## config.mk

```make
export PLATFORM = sky130hd
export DESIGN_NAME = fetch_unit_flat
export DESIGN_NICKNAME = d
export VERILOG_FILES = /design/src/rtl/fetch_unit_if.sv /design/src/rtl/fetch_unit.sv /design/src/flat_wrapper.sv
export SDC_FILE = /design/constraint.sdc
export NUM_CORES = 1
export LEC_CHECK = 0
export CAP_MARGIN = 15
export CORE_ASPECT_RATIO = 0.5
export CORE_MARGIN = 2
export CORE_UTILIZATION = 55
export CTS_BUF_LIST = sky130_fd_sc_hd__clkbuf_8
export DETAILED_ROUTE_END_ITERATION = 10
export PLACE_DENSITY = 0.81
export SLEW_MARGIN = 20
export SYNTH_ARGS = -nofsm -noshare
export SYNTH_HDL_FRONTEND = slang
export SYNTH_SLANG_ARGS = --single-unit
```

## constraint.sdc

```tcl
create_clock -name clk -period 3.05 [get_ports clk]
set_input_delay 0.305 -clock clk [delete_from_list [all_inputs] [get_ports clk]]
set_output_delay 0.305 -clock clk [all_outputs]
set_load 0.02 [all_outputs]
```

## src/rtl/fetch_unit_if.sv

```systemverilog
// Fetch-stage bundle: instruction-memory request/response plus redirect and decoder handshake.
// master = fetch_unit; slave = surrounding memory, jump logic and decoder.
interface fetch_unit_if #(
    parameter int ADDR_SIZE  = 16,
    parameter int INSTR_SIZE = 32
);
    logic                  mem_req;
    logic [ADDR_SIZE-1:0]  mem_addr;
    logic                  mem_gnt;
    logic                  mem_rvalid;
    logic [INSTR_SIZE-1:0] mem_rdata;
    logic                  redirect;
    logic [ADDR_SIZE-1:0]  redirect_addr;
    logic                  out_valid;
    logic                  out_ready;
    logic [INSTR_SIZE-1:0] out_instr;
    logic [ADDR_SIZE-1:0]  out_ip;

    modport master (
        output mem_req, mem_addr, out_valid, out_instr, out_ip,
        input  mem_gnt, mem_rvalid, mem_rdata, redirect, redirect_addr, out_ready
    );

    modport slave (
        input  mem_req, mem_addr, out_valid, out_instr, out_ip,
        output mem_gnt, mem_rvalid, mem_rdata, redirect, redirect_addr, out_ready
    );
endinterface

```

## src/rtl/fetch_unit.sv

```systemverilog
// Sequential instruction fetch, one outstanding read, DEPTH-entry prefetch FIFO; gnt->out_valid 2 cycles.
// A stalled decoder fills the FIFO and then holds mem_req low; redirect flushes the FIFO and drops any in-flight read.
module fetch_unit #(
    parameter int                   ADDR_SIZE  = 16,
    parameter int                   INSTR_SIZE = 32,
    parameter int                   DEPTH      = 4,
    parameter logic [ADDR_SIZE-1:0] RESET_ADDR = '0
) (
    input  logic        clk,
    input  logic        rst,
    fetch_unit_if.master bus
);
    localparam int PW = $clog2(DEPTH);
    localparam int CW = PW + 1;

    typedef struct packed {
        logic [ADDR_SIZE-1:0]  ip;
        logic [INSTR_SIZE-1:0] instr;
    } entry_t;

    typedef enum logic [1:0] {IDLE, WAIT, DROP} state_t;

    state_t               state;
    entry_t               fifo_mem [DEPTH];
    logic [PW-1:0]        wr_ptr;
    logic [PW-1:0]        rd_ptr;
    logic [CW-1:0]        count;
    logic [ADDR_SIZE-1:0] fetch_ptr;
    logic [ADDR_SIZE-1:0] req_addr;

    logic granted;
    logic push;
    logic pop;

    assign bus.mem_req   = (state == IDLE) && (count < CW'(DEPTH)) && !rst;
    assign bus.mem_addr  = fetch_ptr;
    assign bus.out_valid = !rst && (count != '0) && !bus.redirect;
    assign bus.out_instr = fifo_mem[rd_ptr].instr;
    assign bus.out_ip    = fifo_mem[rd_ptr].ip;

    assign granted = bus.mem_req && bus.mem_gnt;
    // A response coinciding with a redirect belongs to the abandoned stream.
    assign push    = (state == WAIT) && bus.mem_rvalid && !bus.redirect;
    assign pop     = bus.out_valid && bus.out_ready;

    always_ff @(posedge clk) begin
        if (push) begin
            fifo_mem[wr_ptr] <= '{ip: req_addr, instr: bus.mem_rdata};
        end
    end

    always_ff @(posedge clk) begin
        if (rst) begin
            state     <= IDLE;
            fetch_ptr <= RESET_ADDR;
            req_addr  <= '0;
            wr_ptr    <= '0;
            rd_ptr    <= '0;
            count     <= '0;
        end else begin
            if (bus.redirect) begin
                fetch_ptr <= bus.redirect_addr;
                rd_ptr    <= wr_ptr;
                count     <= '0;
            end else begin
                if (granted) fetch_ptr <= fetch_ptr + 1'b1;
                if (push)    wr_ptr    <= wr_ptr + 1'b1;
                if (pop)     rd_ptr    <= rd_ptr + 1'b1;
                count <= count + CW'(push) - CW'(pop);
            end

            if (granted) req_addr <= fetch_ptr;

            case (state)
                IDLE: if (granted) state <= bus.redirect ? DROP : WAIT;
                WAIT: begin
                    if (bus.mem_rvalid)        state <= IDLE;
                    else if (bus.redirect)     state <= DROP;
                end
                DROP: if (bus.mem_rvalid) state <= IDLE;
                default: state <= IDLE;
            endcase
        end
    end
endmodule

```

## src/flat_wrapper.sv

```systemverilog
// flat-port wrapper written by rule: the top's interface ports become plain ports
module fetch_unit_flat 
#(
    parameter int                   ADDR_SIZE  = 16,
    parameter int                   INSTR_SIZE = 32,
    parameter int                   DEPTH      = 4,
    parameter logic [ADDR_SIZE-1:0] RESET_ADDR = '0
)
  (clk, rst, bus_mem_req, bus_mem_addr, bus_out_valid, bus_out_instr, bus_out_ip, bus_mem_gnt, bus_mem_rvalid, bus_mem_rdata, bus_redirect, bus_redirect_addr, bus_out_ready);
  fetch_unit_if #(.ADDR_SIZE(ADDR_SIZE), .INSTR_SIZE(INSTR_SIZE)) bus_i ();
  input  logic clk;
  input  logic rst;
  output wire logic [$bits(bus_i.mem_req)-1:0] bus_mem_req;
  output wire logic [$bits(bus_i.mem_addr)-1:0] bus_mem_addr;
  output wire logic [$bits(bus_i.out_valid)-1:0] bus_out_valid;
  output wire logic [$bits(bus_i.out_instr)-1:0] bus_out_instr;
  output wire logic [$bits(bus_i.out_ip)-1:0] bus_out_ip;
  input wire logic [$bits(bus_i.mem_gnt)-1:0] bus_mem_gnt;
  input wire logic [$bits(bus_i.mem_rvalid)-1:0] bus_mem_rvalid;
  input wire logic [$bits(bus_i.mem_rdata)-1:0] bus_mem_rdata;
  input wire logic [$bits(bus_i.redirect)-1:0] bus_redirect;
  input wire logic [$bits(bus_i.redirect_addr)-1:0] bus_redirect_addr;
  input wire logic [$bits(bus_i.out_ready)-1:0] bus_out_ready;
  assign bus_mem_req = bus_i.mem_req;
  assign bus_mem_addr = bus_i.mem_addr;
  assign bus_out_valid = bus_i.out_valid;
  assign bus_out_instr = bus_i.out_instr;
  assign bus_out_ip = bus_i.out_ip;
  assign bus_i.mem_gnt = bus_mem_gnt;
  assign bus_i.mem_rvalid = bus_mem_rvalid;
  assign bus_i.mem_rdata = bus_mem_rdata;
  assign bus_i.redirect = bus_redirect;
  assign bus_i.redirect_addr = bus_redirect_addr;
  assign bus_i.out_ready = bus_out_ready;
  fetch_unit #(.ADDR_SIZE(ADDR_SIZE), .INSTR_SIZE(INSTR_SIZE), .DEPTH(DEPTH), .RESET_ADDR(RESET_ADDR)) u_core (.clk(clk), .rst(rst), .bus(bus_i));
endmodule
```

==> results of run 1 <==
==> cell type report <==
type,count,area [um2]
sequential,235,6630
fill,995,4520
multi-input combinational,219,2160
timing repair buffer,134,1420
clock buffer,37,509
tap,204,255
clock inverter,24,97.6
inverter,8,30.0
==> power by group through the flow <==
stage / clock network (mW) / registers [mW] / logic (mW)
2_1_floorplan: 0 / 3.61 / 0.213
3_3_place_gp: 0 / 3.61 / 0.444
3_5_place_dp: 0 / 3.61 / 0.449
4_1_cts: 2.30 / 3.54 / 0.451
5_1_grt: 2.44 / 3.54 / 0.475
6_report: 2.24 / 3.54 / 0.446
==> critical path, cell delays in order, from the launching register on <==
cell	delay, ns
sky130_fd_sc_hd__dfxtp_4	0.56
sky130_fd_sc_hd__buf_12	0.24
sky130_fd_sc_hd__mux4_2	0.53
sky130_fd_sc_hd__clkdlybuf4s50_1	0.58
==> logic make-up (layout without fill, tap and decap cells) <==
family / Yosys count / in the layout / share of synthesized area
AND/OR/NAND/NOR: 103 / 103 / 0.0607
adder cells (fa/ha/maj): 8 / 8 / 0.0121
multiplexers: 48 / 48 / 0.121
XOR/XNOR: 12 / 12 / 0.0118
AO/OA/AOI/OAI: 48 / 48 / 0.0356
buffers and inverters: 34 / 203 / 0.0157
flip-flops: 235 / 235 / 0.743
==> layer usage <==
layer,vias up,GRT usage
met3,18,0.0469
met5,-,0
met2,149,0.326
li1,2244,-
met4,0,0.0540
met1,2354,0.275
==> final timing paths <==
path | to | slack, ns
worst max-delay path | bus_out_ip[10] | 0.31
worst min-delay path | u_core.bus.mem_addr[0] | 0.37
worst max register to register | u_core.count[2] | 0.69
worst min register to register | u_core.req_addr[3] | 0.50
==> sequential cells by signal (all words and copies together) (netlist names), named ones only <==
name                 cells
u_core.fifo_mem        192
u_core.bus.mem_addr     16
u_core.req_addr         16
u_core.count             3
u_core.rd_ptr            2
u_core.state             2
u_core.wr_ptr            2
==> cells in the final DEF (no fill, tap or decap), types with 8 or more instances in the layout <==
| cell | Yosys | routed |
|---|---|---|
| sky130_fd_sc_hd__clkinv_1 | 0 | 8 |
| sky130_fd_sc_hd__edfxtp_1 | 192 | 192 |
| sky130_fd_sc_hd__clkdlybuf4s50_1 | 0 | 119 |
| sky130_fd_sc_hd__buf_12 | 0 | 9 |
| sky130_fd_sc_hd__nand2_1 | 41 | 41 |
| sky130_fd_sc_hd__mux4_2 | 48 | 48 |
| sky130_fd_sc_hd__clkbuf_8 | 0 | 37 |
| sky130_fd_sc_hd__a211oi_1 | 8 | 8 |
| sky130_fd_sc_hd__nor2_1 | 18 | 18 |
| sky130_fd_sc_hd__inv_1 | 8 | 21 |
| sky130_fd_sc_hd__a21oi_1 | 21 | 21 |
| sky130_fd_sc_hd__dfxtp_1 | 43 | 41 |
==> results_dict.tcl, run 1 <==
set metrics [dict create \
    crit_path_max_fanout 17 \
    timing.rr.start "u_core.count[2]" \
    report.final.hold_viol_count 0 \
    die_h_um 94.1 \
    timing_worst_setup_path_type "flip-flop to primary output" \
    grt_setup_unrepaired "false" \
    crit_path_end_kind "primary output" \
    finalWorstSetupSlack_ns 0.310 \
    drv_slew 0 \
    share_seq_of_total_power 0.569 \
    critPathLaunchType "flip-flop" \
    antenna_left 0 \
    timing.final.setup_violations 0 \
    dieArea_mm2 0.0173 \
    cp.required_ns 2.74 \
    via_per_inst 5.53 \
    drt_drc_violations_left 0 \
    outcome "finished, final reports clean" \
    wl_per_cell_um 19.2 \
    worst_skew_pair.late_latency_ns 0.50 \
    hold_buffer_count_at_cts 0 \
    syn_inst 488 \
    number_of_rows_created_at_floorplan 32 \
    htreeDepth 2 \
    die_w_um 184 \
    cellLeakagePower_nw 3.71 \
    synth.area.top_cells "sky130_fd_sc_hd__edfxtp_1 (65%), sky130_fd_sc_hd__mux4_2 (12%), sky130_fd_sc_hd__dfxtp_1 (9.7%)" \
    average_cell_area_after_synthesis_um2 18.3 \
    drtPass1Iterations 5 \
    synth_edf_count 192 \
    timing.reg2reg.worst_path_depth 10 \
    gp_congestion 0.801 \
    slew_headroom 0.551 \
    post-place-ws_ns 0.522 \
    synth_seq_cells 235 \
    power_density_mw_per_mm2 561 \
    ys_warn_count 0 \
    route.met3.wl_mm 1.05 \
    async_flop_share 0 \
    final_cell_count_no_fill 861 \
    synthToLayoutAreaGrowth_pct 24.4 \
    netlist.top_cell.by_area "sky130_fd_sc_hd__edfxtp_1" \
    vdd_ir_drop_max_mv 0.276 \
    yosysTopAreaCellShare 0.646 \
    initial_core_utilization 0.571 \
    arrival_ns 2.44 \
    number_of_antenna_violations_at_the_first_check_in_global_routing 0 \
    synthFlopType "sky130_fd_sc_hd__edfxtp_1" \
    top_layer_used "met4" \
    placed_instance_area_mm2 0.0105 \
    post_cts.resized_instances 0 \
    clock-skew-final_ns 0.0213 \
    post_synth_num_cell_types 42 \
    comb_power_share 0.072 \
    ys_top_cells_by_count "sky130_fd_sc_hd__edfxtp_1 (192), sky130_fd_sc_hd__mux4_2 (48), sky130_fd_sc_hd__dfxtp_1 (43), sky130_fd_sc_hd__nand2_1 (41), sky130_fd_sc_hd__a21oi_1 (21)" \
    placeable_core_area_mm2 0.0156 \
    min_hold_slack_ns 0.373 \
    place.detailed.hpwl_mm 10.4 \
    post-route-util 0.711 \
    num_io_pins 120 \
    post_cts_buffers 0 \
    n_antenna_cell 0 \
    cellInternalPower_mw 4.85 \
    tritoncts "built" \
    cts_buffer_depth 3 \
    met1Wirelength_mm 7.17 \
    tritoncts_num_sinks 235 \
    final_net_count 694 \
    timing.final.crit_share 0.898 \
    routed-via-count 4765 \
    max_cap_viol_count 0 \
    post-synth-top-count-cell "sky130_fd_sc_hd__edfxtp_1" \
    grt_pass1_vias 4843 \
    grt_pass1_wl_mm 25.9 \
    cts_made_buffers 34 \
    net-switching-power_mw 1.38 \
    first_iter_violations 350 \
    drt_wl_total_mm 16.6 \
    clock.fmax_ghz 0.365 \
    wl_met2_mm 8.17 \
    cts_root_buffer "sky130_fd_sc_hd__clkbuf_8" \
    worstHoldStart "bus_redirect_addr[0]" \
    globalRouteOverflowTotal 0 \
    stdcell_area_mm2 0.0111 \
    min-delay-path-class "input pin to flip-flop" \
    worst_slew_pin_slew_ns 0.672 \
    hold_depth 3 \
    dp_cells 800 \
    grt_max_degree 49 \
    syn-num-nets 550 \
    share_clk_of_total_power 0.360 \
    netSwitchingFraction 0.221 \
    power_mw 6.22 \
    fin_setup_tns_ns 0 \
    port-buffer-count 119 \
    grt_usage 0.200 \
    synth_sequential_area_ratio 0.743 \
    post_route_cells_drive_above_1_share 0.172 \
    clkSlewWorstSetupHoldPaths_ns 0.07 \
    finalCriticalPeriod_ns 2.74 \
    synth.cell_area_mm2 0.00892 \
]
Note: power is estimated with default switching activity, not from simulation.
==> inputs of run 2 (changes only) <==
==> constraint.sdc (replaced) <==
create_clock -name clk -period 3.05 [get_ports clk]
set_input_delay 0.305 -clock clk [delete_from_list [all_inputs] [get_ports clk]]
set_output_delay 0.305 -clock clk [all_outputs]
set_load 0.005 [all_outputs]
==> run 2 against run 1 <==
Worst hold slack got worse by 0.064 ns; final cell count decreased by 0.70%; combinational power decreased by 14%; final area decreased by 1.1%; sequential cell count unchanged; sequential power about the same; critical endpoint is now bus_out_instr[12]; highest routed layer unchanged.
==> results_dict.tcl, run 2 (same netlist as run 1, synthesis figures left out) <==
set metrics [dict create \
    comb_power_share 0.064 \
    timing.rr.start "u_core.count[2]" \
    finalCriticalPeriod_ns 2.82 \
    antenna_left 0 \
    post-route-util 0.703 \
    vdd_ir_drop_max_mv 0.294 \
    share_clk_of_total_power 0.343 \
    first_iter_violations 355 \
    cp.required_ns 2.74 \
    report.final.hold_viol_count 0 \
    largest_register_ffs 192 \
    critPathSlowestCell "sky130_fd_sc_hd__dfxtp_4" \
    initial_core_utilization 0.571 \
    crit_path_max_fanout 22 \
    clock.fmax_ghz 0.354 \
    worst_skew_pair.late_latency_ns 0.55 \
    grt_max_degree 49 \
    post_cts.resized_instances 0 \
    arrival_ns 2.52 \
    finalWorstSetupSlack_ns 0.225 \
    num_io_pins 120 \
    layout.cells.most_common "sky130_fd_sc_hd__edfxtp_1" \
    die_w_um 184 \
    number_of_rows_created_at_floorplan 32 \
    path_cells "buf_4 -> mux4_2 -> clkdlybuf4s50_1" \
    timing.reg2reg.worst_path_depth 10 \
    cts_made_buffers 31 \
    netSwitchingFraction 0.212 \
    n_antenna_cell 0 \
    drt_wl_total_mm 16.8 \
    gp_congestion 0.802 \
    number_of_antenna_violations_at_the_first_check_in_global_routing 0 \
    die_h_um 94.1 \
    port-buffer-count 119 \
    tritoncts_num_sinks 235 \
    worst_slew_pin_slew_ns 0.756 \
    post_cts_buffers 0 \
    drt_drc_violations_left 0 \
    cts_buffer_depth 3 \
    fillers 974 \
    grt_setup_unrepaired "false" \
    placeable_core_area_mm2 0.0156 \
    min-delay-path-class "input pin to flip-flop" \
    share_seq_of_total_power 0.593 \
    min_hold_slack_ns 0.310 \
    net-switching-power_mw 1.27 \
    clock-skew-final_ns 0.0127 \
    via_per_inst 5.69 \
    setup.worst_path.end "bus_out_instr[12]" \
    cellLeakagePower_nw 3.65 \
    fin_setup_tns_ns 0 \
    drtPass1Iterations 5 \
    grt_pass1_wl_mm 26.0 \
    tritoncts "built" \
    hold_depth 3 \
    max_cap_viol_count 0 \
    place.detailed.hpwl_mm 10.5 \
    htreeDepth 1 \
    slew_headroom 0.495 \
    path_buf_inv 2 \
    critical_path_cell_count 3 \
    timing.final.crit_share 0.926 \
    critPathLaunchType "flip-flop" \
    slowest_delay_ns 0.65 \
    timing.final.setup_violations 0 \
    routed-via-count 4865 \
    grt_pass1_vias 4995 \
    globalRouteOverflowTotal 0 \
    timing.critical_path.max_delay_family "buffers and inverters" \
    clkSlewWorstSetupHoldPaths_ns 0.07 \
    dieArea_mm2 0.0173 \
    crit_path_end_kind "primary output" \
    layout_common_cells "sky130_fd_sc_hd__edfxtp_1 (192), sky130_fd_sc_hd__clkdlybuf4s50_1 (119), sky130_fd_sc_hd__mux4_2 (48)" \
    synthToLayoutAreaGrowth_pct 23.0 \
    endpoint_of_the_lowest_slack_register_to_register_path "u_core.count[2]" \
    grt_usage 0.199 \
    final_net_count 692 \
    cts_root_buffer "sky130_fd_sc_hd__clkbuf_8" \
    top_register "u_core.fifo_mem" \
    outcome "finished, final reports clean" \
    cellInternalPower_mw 4.71 \
    post_route_cells_drive_above_1_share 0.167 \
    hold_buffer_count_at_cts 0 \
    power_density_mw_per_mm2 545 \
    drv_slew 0 \
    post-place-ws_ns 0.486 \
    rrSetupSlack_ns 0.64 \
    timing_worst_setup_path_type "flip-flop to primary output" \
    wl_per_cell_um 19.6 \
]
-- run 2: metal layers --
| layer | vias to the layer above | share of wire | GRT usage |
|---|---|---|---|
| met3 | 15 | 0.058 | 0.0395 |
| met1 | 2484 | 0.43 | 0.268 |
| met2 | 145 | 0.50 | 0.342 |
| li1 | 2221 | - | - |
| met5 | - | 0 | 0 |
| met4 | 0 | 0.010 | 0.0420 |
-- run 2: how the worst min path moves through the flow --
stage	endpoint	slack, ns	from
after floorplan	u_core.fifo_mem[0][0]	0.40	bus_mem_rdata[0]
after global placement	u_core.fifo_mem[2][46]	0.47	u_core.req_addr[14]
after detailed placement	u_core.req_addr[15]	0.49	u_core.bus.mem_addr[15]
after CTS	u_core.bus.mem_addr[0]	0.29	bus_redirect_addr[0]
after global routing	u_core.bus.mem_addr[0]	0.31	bus_redirect_addr[0]
final	u_core.bus.mem_addr[0]	0.31	bus_redirect_addr[0]
-- run 2: metrics by stage --
step	area [um2]	instances	total power, mW
2_1_floorplan	8920	488	3.76
3_3_place_gp	10400	801	3.99
3_5_place_dp	10400	801	4.00
4_1_cts	11000	855	6.04
5_1_grt	11000	855	6.20
6_report	11000	855	5.98
-- run 2: area by class of cell --
cell class,count,area (um2),area share
clock buffer,33,454,0.0414
clock inverter,21,83.8,0.00764
inverter,8,30.0,0.00274
multi-input combinational,219,2160,0.197
sequential,235,6630,0.604
tap,204,255,0.0233
timing repair buffer,135,1360,0.124
-- run 2: power groups by stage --
stage / Sequential [mW] / Combinational [mW] / Clock (mW)
final: 3.55 / 0.384 / 2.05
after global routing: 3.55 / 0.412 / 2.23
after CTS: 3.55 / 0.388 / 2.10
after detailed placement: 3.62 / 0.386 / 0
after global placement: 3.61 / 0.380 / 0
after floorplan: 3.59 / 0.171 / 0
-- run 2: tightest hold or removal path: stages --
cell and delay (ns):
sky130_fd_sc_hd__clkdlybuf4s50_1 0.39, sky130_fd_sc_hd__nand2_1 0.06, sky130_fd_sc_hd__a21oi_1 0.05
==> inputs of run 3 (changes only) <==
Settings changed: CORE_UTILIZATION 55 to 25, PLACE_DENSITY 0.81 to 0.44.
==> run 3 against run 2 <==
Utilization is 37 points lower; worst hold slack gained 0.062 ns; routed wire length increased by 22%; power up 9.1%; critical path depth stayed put; setup slack better by 0.045 ns; register-to-register slack better by 0.04 ns; largest cell class unchanged; sequential cell count did not move; die area increased by 120%; via count down 1.2%.
==> results_dict.tcl, run 3 (same netlist as run 1, synthesis figures left out) <==
set metrics [dict create \
    outcome "finished, final reports clean" \
    slew_headroom 0.570 \
    power_density_mw_per_mm2 566 \
    globalRouteOverflowTotal 0 \
    placeable_core_area_mm2 0.0348 \
    critPathLaunchType "flip-flop" \
    use_met1 0.138 \
    drt_drc_violations_left 0 \
    finalWorstSetupSlack_ns 0.270 \
    die_h_um 138 \
    clock.fmax_ghz 0.360 \
    post-place-ws_ns 0.393 \
    vdd_ir_drop_max_mv 0.227 \
    cp.required_ns 2.74 \
    fin_setup_tns_ns 0 \
    dieArea_mm2 0.0373 \
    initial_core_utilization 0.256 \
    timing.final.crit_share 0.911 \
    clock-skew-final_ns 0.0213 \
    grt_usage 0.110 \
    path_buf_inv 2 \
    post_route_cells_drive_above_1_share 0.191 \
    post_cts.resized_instances 0 \
    n_antenna_cell 0 \
    hold_buffer_count_at_cts 0 \
    cts_root_buffer "sky130_fd_sc_hd__clkbuf_8" \
    arrival_ns 2.47 \
    max_cap_viol_count 0 \
    busiest_layer "met2" \
    port-buffer-count 119 \
    worst_skew_pair.late_latency_ns 0.53 \
    final_cell_count_no_fill 1141 \
    final_net_count 704 \
    drtPass1Iterations 4 \
    top_register "u_core.fifo_mem" \
    timing.critical_path.max_delay_family "buffers and inverters" \
    worst_slew_pin_slew_ns 0.645 \
    fillers 3442 \
    sequential_cell_area_mm2 0.00663 \
    number_of_rows_created_at_floorplan 48 \
    die_w_um 271 \
    finalCriticalPeriod_ns 2.78 \
    placed_instance_area_mm2 0.0108 \
    crit_path_max_fanout 20 \
    num_io_pins 120 \
    dp_cells 1076 \
    min-delay-path-class "input pin to flip-flop" \
    clkSlewWorstSetupHoldPaths_ns 0.06 \
    antenna_left 0 \
    cellLeakagePower_nw 3.76 \
    htreeDepth 2 \
    layout_common_cells "sky130_fd_sc_hd__edfxtp_1 (192), sky130_fd_sc_hd__clkdlybuf4s50_1 (119), sky130_fd_sc_hd__mux4_2 (48)" \
    place.detailed.hpwl_mm 12.9 \
    number_of_antenna_violations_at_the_first_check_in_global_routing 0 \
    tritoncts "built" \
    grt_pass1_wl_mm 31.2 \
    largest_register_ffs 192 \
    critPathSlowestCell "sky130_fd_sc_hd__dfxtp_4" \
    stdcell_area_mm2 0.0115 \
    post_cts_buffers 0 \
    wl_per_cell_um 18.0 \
    drt_wl_total_mm 20.5 \
    grt_util_met2 0.193 \
    routed-via-count 4808 \
    slowest_delay_ns 0.62 \
    cts_made_buffers 39 \
    layout.cells.most_common "sky130_fd_sc_hd__edfxtp_1" \
    grt_setup_unrepaired "false" \
    gp_congestion 0.717 \
    grt_pass1_vias 5205 \
    timing_worst_setup_path_type "flip-flop to primary output" \
    first_iter_violations 209 \
    cts_buffer_depth 3 \
    crit_path_end_kind "primary output" \
    synthToLayoutAreaGrowth_pct 29.3 \
    via_per_inst 4.21 \
    grt_max_degree 49 \
    multi_input_area_mm2 0.00216 \
    drv_slew 0 \
    grt_use_met3 0.0254 \
    path_cells "buf_12 -> mux4_2 -> clkdlybuf4s50_1" \
    report.final.hold_viol_count 0 \
    timing.final.setup_violations 0 \
    tritoncts_num_sinks 235 \
]
==> run 3: changes by cell type in the layout (fill, tap and decap cells not counted), moves of 2 or more <==
cell,delta
sky130_fd_sc_hd__buf_4,+3
sky130_fd_sc_hd__clkbuf_8,+10
sky130_fd_sc_hd__clkinv_2,+2
sky130_fd_sc_hd__inv_6,+2
sky130_fd_sc_hd__inv_1,-3
==> run 3: layer usage <==
metal,up-vias,part of all wire
met4,0,0.015
met1,2466,0.44
met3,32,0.032
li1,2252,-
met5,-,0
met2,58,0.51
==> run 3: through the flow <==
stage          power [mW]   util  hold WS (ns)
2_1_floorplan        3.76      -         0.404
3_3_place_gp         4.03  0.311         0.483
3_5_place_dp         4.03  0.311         0.494
4_1_cts              6.66  0.331         0.333
5_1_grt              6.81  0.331         0.375
6_report             6.53  0.331         0.372
==> run 3: layout make-up <==
cell class,instances,share of cell area
Sequential cell,235,0.575
Timing Repair Buffer,139,0.122
Multi-Input combinational cell,219,0.187
Clock inverter,22,0.0106
Inverter,8,0.00260
Tap cell,475,0.0515
Clock buffer,43,0.0513
==> run 3: worst min-delay path, stage by stage <==
cell                              delay [ns]
sky130_fd_sc_hd__clkdlybuf4s50_1        0.40
sky130_fd_sc_hd__nor2_1                 0.08
sky130_fd_sc_hd__a211oi_1               0.05
==> run 3: worst paths after layout <==
check / slack [ns] / to / start / cells past startpoint
setup / recovery: 0.27 / bus_out_instr[24] / flip-flop / 3
hold reg to reg: 0.50 / u_core.fifo_mem[0][37] / u_core.req_addr[5] / 0
setup reg to reg: 0.68 / u_core.count[2] / u_core.count[2] / 10
hold / removal: 0.37 / u_core.bus.mem_addr[2] / bus_redirect_addr[2] / 3
==> run 3: where the power goes <==
part           switching, mW  internal (mW)
logic                  0.166          0.239
registers             0.0521           3.49
clock network           1.20           1.38
